<file path="src/rtl/dht11_pkg.sv">
// Shared definitions for the DHT11 result decoder: FSM encoding, status codes
// and the byte positions inside the 40-bit sensor frame.
package dht11_pkg;

  typedef enum logic [2:0] {
    S_IDLE    = 3'd0,
    S_START   = 3'd1,
    S_WAIT    = 3'd2,
    S_CHECK   = 3'd3,
    S_RESPOND = 3'd4
  } state_t;

  localparam logic [1:0] ST_OK       = 2'b00;
  localparam logic [1:0] ST_CHECKSUM = 2'b01;
  localparam logic [1:0] ST_SENSOR   = 2'b10;
  localparam logic [1:0] ST_TIMEOUT  = 2'b11;

  localparam int HUM_INT_LSB = 32;
  localparam int HUM_DEC_LSB = 24;
  localparam int TMP_INT_LSB = 16;
  localparam int TMP_DEC_LSB = 8;
  localparam int CSUM_LSB    = 0;

  function automatic logic [7:0] frame_byte(input logic [39:0] frame, input int lsb);
    return frame[lsb +: 8];
  endfunction

endpackage

</file>
<file path="src/rtl/dht11_checksum.sv">
// Combinational DHT11 frame check: the four data bytes summed modulo 256
// must equal the trailing checksum byte.
module dht11_checksum
  import dht11_pkg::*;
(
  input  logic [39:0] frame,
  output logic        ok
);

  logic [7:0] sum;

  always_comb begin
    sum = frame_byte(frame, HUM_INT_LSB) + frame_byte(frame, HUM_DEC_LSB)
        + frame_byte(frame, TMP_INT_LSB) + frame_byte(frame, TMP_DEC_LSB);
    ok  = (sum == frame_byte(frame, CSUM_LSB));
  end

endmodule

</file>
<file path="src/rtl/dht11_result_decoder.sv">
// Request/response wrapper around a DHT11 driver: starts a read, waits with a
// timeout, validates the checksum and reports one selected reading.
// Optional macro DHT11_RETRY_EN re-issues failed reads up to MAX_RETRIES times.
//
// Handshake: req is a level sampled only in IDLE (ignored while busy);
// sensor_start and valid are single-cycle pulses with no back-pressure;
// status/int_part/dec_part change only in the cycle valid is high.
module dht11_result_decoder
  import dht11_pkg::*;
#(
  parameter int TIMEOUT_CYCLES = 50000000,
  parameter int MAX_RETRIES    = 2
) (
  input  logic        clock,
  input  logic        reset,
  input  logic        req,
  input  logic        sel,
  output logic        busy,
  output logic        sensor_start,
  input  logic [39:0] sensor_data,
  input  logic        sensor_done,
  input  logic        sensor_error,
  output logic        valid,
  output logic [1:0]  status,
  output logic [7:0]  int_part,
  output logic [7:0]  dec_part,
  output logic [7:0]  err_count,
  output logic [2:0]  fsm_state
);

  localparam int TW = (TIMEOUT_CYCLES > 1) ? $clog2(TIMEOUT_CYCLES) : 1;
  localparam logic [TW-1:0] TIMER_LAST = TW'(TIMEOUT_CYCLES - 1);

  if (TIMEOUT_CYCLES < 1 || MAX_RETRIES < 0) begin : g_bad_param
    $error("dht11_result_decoder: TIMEOUT_CYCLES must be >= 1 and MAX_RETRIES >= 0");
  end

  state_t        state;
  logic [TW-1:0] timer;
  logic [39:0]   frame;
  logic          sel_q;
  logic          sum_ok;
  logic          fail;
  logic [1:0]    fail_code;
  logic          retry;

  dht11_checksum u_checksum (
    .frame (frame),
    .ok    (sum_ok)
  );

  // An error wins over a simultaneous done; done wins over a timeout.
  always_comb begin
    fail      = 1'b0;
    fail_code = ST_OK;
    case (state)
      S_WAIT: begin
        if (sensor_error) begin
          fail      = 1'b1;
          fail_code = ST_SENSOR;
        end else if (!sensor_done && timer == TIMER_LAST) begin
          fail      = 1'b1;
          fail_code = ST_TIMEOUT;
        end
      end
      S_CHECK: begin
        if (!sum_ok) begin
          fail      = 1'b1;
          fail_code = ST_CHECKSUM;
        end
      end
      default: ;
    endcase
  end

`ifdef DHT11_RETRY_EN
  localparam int AW = (MAX_RETRIES > 0) ? $clog2(MAX_RETRIES + 1) : 1;
  logic [AW-1:0] attempt;
  assign retry = fail && (attempt < AW'(MAX_RETRIES));

  always_ff @(posedge clock) begin
    if (reset) begin
      attempt <= '0;
    end else if (state == S_IDLE && req) begin
      attempt <= '0;
    end else if (retry) begin
      attempt <= attempt + 1'b1;
    end
  end
`else
  assign retry = 1'b0;
`endif

  always_ff @(posedge clock) begin
    if (reset) begin
      state        <= S_IDLE;
      timer        <= '0;
      frame        <= '0;
      sel_q        <= 1'b0;
      busy         <= 1'b0;
      sensor_start <= 1'b0;
      valid        <= 1'b0;
      status       <= ST_OK;
      int_part     <= 8'h00;
      dec_part     <= 8'h00;
      err_count    <= 8'h00;
    end else begin
      sensor_start <= 1'b0;
      valid        <= 1'b0;
      if (fail) begin
        if (retry) begin
          state        <= S_START;
          sensor_start <= 1'b1;
        end else begin
          state    <= S_RESPOND;
          valid    <= 1'b1;
          status   <= fail_code;
          int_part <= 8'h00;
          dec_part <= 8'h00;
          if (err_count != 8'hFF) err_count <= err_count + 8'h01;
        end
      end else begin
        case (state)
          S_IDLE: begin
            if (req) begin
              sel_q        <= sel;
              state        <= S_START;
              sensor_start <= 1'b1;
              busy         <= 1'b1;
            end
          end
          S_START: begin
            timer <= '0;
            state <= S_WAIT;
          end
          S_WAIT: begin
            if (sensor_done) begin
              frame <= sensor_data;
              state <= S_CHECK;
            end else begin
              timer <= timer + 1'b1;
            end
          end
          S_CHECK: begin
            state    <= S_RESPOND;
            valid    <= 1'b1;
            status   <= ST_OK;
            int_part <= frame_byte(frame, sel_q ? TMP_INT_LSB : HUM_INT_LSB);
            dec_part <= frame_byte(frame, sel_q ? TMP_DEC_LSB : HUM_DEC_LSB);
          end
          S_RESPOND: begin
            state <= S_IDLE;
            busy  <= 1'b0;
          end
          default: begin
            state <= S_IDLE;
            busy  <= 1'b0;
          end
        endcase
      end
    end
  end

  assign fsm_state = state;

endmodule

</file>
<file path="config.mk">
export PLATFORM = sky130hd
export DESIGN_NAME = dht11_result_decoder
export DESIGN_NICKNAME = d
export VERILOG_FILES = /design/src/rtl/dht11_pkg.sv /design/src/rtl/dht11_checksum.sv /design/src/rtl/dht11_result_decoder.sv
export SDC_FILE = /design/constraint.sdc
export NUM_CORES = 1
export LEC_CHECK = 0
export CAP_MARGIN = 5
export CORE_MARGIN = 2
export CORE_UTILIZATION = 41
export DETAILED_ROUTE_END_ITERATION = 7
export GPL_ROUTABILITY_DRIVEN = 0
export SYNTH_ARGS = -nofsm -noshare
export SYNTH_HDL_FRONTEND = slang
export SYNTH_HIERARCHICAL = 1
export SYNTH_SLANG_ARGS = --single-unit
</file>
<file path="constraint.sdc">
create_clock -name clock -period 6.2 [get_ports clock]
set_clock_uncertainty 0.2 [all_clocks]
set_input_delay 0.62 -clock clock [delete_from_list [all_inputs] [get_ports clock]]
set_output_delay 0.62 -clock clock [all_outputs]
set_load 0.1 [all_outputs]
</file>
==> key figures <==
Worst setup path
  • Critical path arrival: 4.85 ns
  • Max Fanout on Critical Path: 18
  • CP Class: flip-flop to flip-flop
  • Worst setup EP type: flip-flop
  • Startpoint types: flip-flop
  • Worst EP required: 6.25 ns

Synthesis
  • Synth top area share: slightly above 40%
  • Top FF cell, synth: dfxtp_1
  • Syn Nets: ~630
  • Syn Inst Count: 563
  • Synth area leaders: dfxtp_1, nand2_1, a21oi_1
  • Seq/Total Area, Yosys: 40.49%
  • Number of flops mapped to enable cells by yosys: 0
  • Distinct cell type count of the synthesized netlist: 51
  • Avg Inst Size Synth: between 8 and 9 sq um
  • Number of synthesized register bits: 99
  • Post-synth top area cell: dfxtp_1
  • Fraction of registers with async set/reset: 0%
  • Yosys warns: 6
  • Cell Area, Synth: 4895 sq um

Route
  • DR DRC count: 4
  • Via count: 4076
  • Post-route ant nets: 0
  • Detailed Route WL: 11470 um
  • DRT iter0 DRCs: 309
  • First-pass DRT Iterations: 7
  • Vias per cell: 5.294
  • Wire per inst: about 15 um

GRT
  • All-Layer GR Usage: 18.14%
  • Largest net degree at the start of global routing: 62
  • Grt ovf: 0
  • Initial antenna violation count: 0
  • First-pass GRT wire length: ~19000 um
  • Vias in the first global route: 3777

Final layout
  • Multi-input logic area: 2698 sq um
  • Most common cell after layout, fill and taps aside: dfxtp_1
  • Share of layout cells above drive strength 1: 5.104%
  • Register area: 1982 sq um
  • Layout Nets: between 600 and 700
  • Fin util: 52.16%
  • Ant diodes: 0
  • Area Growth Syn to Fin: 22.72%
  • Fill cells: 1093
  • Most frequent cells in the layout: dfxtp_1, nand2_1, clkdlybuf4s50_1

Run
  • Max cap viols: 0

Timing
  • Final Max Slew Viols: 0
  • # setup viols final: 0
  • Worst slew pin tran: 1.065 ns
  • Setup WS post-layout: 1.402 ns
  • RSZ-0062 raised after global routing: no
  • Total Neg Setup Slack: 0 ns
  • Hold WS: 0.2668 ns
  • Slew headroom: between 20% and 30%
  • Min Clock Period, post-route: 4.798 ns
  • Max Fclk: 208.4 MHz
  • Fin. Hold Viols: 0
  • Period utilisation layout: 77.39%

Min path
  • Worst hold path class: flip-flop to flip-flop

Clock tree
  • CTS resizes: 0
  • H-Tree Level Count: 3
  • Clk Tree Root Cell: clkbuf_16
  • Clock buffer count from CTS: 9
  • Clock Latency Late Sink: 0.35 ns
  • Post-CTS Setup Bufs: 0
  • Clk pin slew, worst setup/hold paths: 0.07 ns
  • Clock sinks: 99
  • Clk buf depth: 2
  • CTS tree: built
  • Cts hold-fix bufs: 0

Floorplan
  • Die H: 113.3 um
  • Core Area: between 10000 and 15000 sq um
  • Full die area: 12830 sq um
  • Io pins: 78
  • FP Rows: 39
  • Initial core utilization: a little over two fifths
  • DIE WIDTH: 113.3 um

Status
  • Failing checks: DRC
  • Outcome: finished, violations left

Placement
  • Port bufs: 77
  • Pre-CTS setup slack: 1.384 ns
  • Post-DP HPWL: between 8000 and 9000 um

Pwr
  • Leakage: slightly above 0.002 uW
  • Maximum vdd drop: 0.1432 mV
  • Power per cell area: about 240 nW/um^2
## logic make-up (layout without fill, tap and decap cells)
logic type      after synthesis  in the layout  synth area share [%]
compound gates              116            116                 14.60
xor+xnor                     30             30                 5.368
fa+ha+maj                    23             23                 8.027
buf+inv                      50            114                 4.575
flops                        99             99                 40.49
mux                          20             20                 4.141
simple gates                225            225                 22.80
## power by group
group / switching, uW / total (uW) / internal, uW
logic: 139 / 217 / 78.3
registers: 20.6 / 672 / 651
clock network: 246 / 559 / 313
total: 405 / 1450 / 1040
## sequential cells by signal, indices dropped and copies added, names as in the netlist
| signal | cells |
|---|---|
| timer | 26 |
| frame | 40 |
| int_part | 8 |
| fsm_state | 3 |
| dec_part | 8 |
| err_count | 8 |
| sensor_start | 1 |
| valid | 1 |
| busy | 1 |
| status | 2 |
| sel_q | 1 |
## per-stage QoR
step / total power (uW) / area [sq um] / cells
floorplan: 837.4 / 4895 / 563
global placement: 901.9 / 5714 / 754
detailed placement: 904.9 / 5714 / 754
CTS: 1465 / 6007 / 770
global route: 1511 / 6007 / 770
finish: 1448 / 6007 / 770
## worst max-delay path, stage by stage, from the launching register on
cell,delay (ns)
dfxtp_1,0.34
fa_1,0.56
inv_1,0.07
fa_1,0.51
inv_1,0.05
ha_1,0.22
fa_1,0.45
xor2_1,0.17
nor4_1,0.28
nand3_1,0.13
nor3_2,0.18
nand2b_1,0.15
a21oi_2,0.08
a21oi_2,0.43
nand2b_1,0.53
a2111oi_2,0.35
## cells in the mapped netlist (3+ instances only)
cell and count:
a21oi_1 62, buf_6 3, nor2b_1 5, a21o_1 3
nand2_1 98, nor2_1 38, inv_1 18, a211oi_1 16
and4_1 6, and2_1 4, nand4_1 6, o31ai_1 4
clkbuf_1 20, nor4_1 10, fa_1 14, o211ai_1 4
xor2_1 11, ha_1 9, or4_1 7, or3_1 10
xnor2_1 19, o21ai_0 13, nand3_1 14, dfxtp_1 99
nand2b_1 6, nor3_1 6, mux2i_1 18, buf_2 5
## area by class of cell
| type | instances | area share [%] |
|---|---|---|
| clock buffer | 10 | 3.812 |
| clock inverter | 6 | 1.062 |
| inverter | 18 | 1.125 |
| multi-input combinational | 414 | 44.91 |
| sequential | 99 | 32.99 |
| tap | 143 | 2.979 |
| timing repair buffer | 80 | 13.12 |
## per-layer routing
layer,global-route usage (%),share of wire (%)
met1,24.17,48
met2,28.66,47
met3,5.892,4.7
met4,4.390,0.78
met5,0,0
## path summary, 6_finish.rpt
check	slack (ns)	cells past startpoint	from	end
hold reg to reg	0.27	2	status[1]	status[1]
hold / removal	0.27	2	status[1]	status[1]
setup reg to reg	1.40	15	frame[9]	fsm_state[0]
setup / recovery	1.40	15	frame[9]	fsm_state[0]
Note: power is estimated with default switching activity, not from simulation.
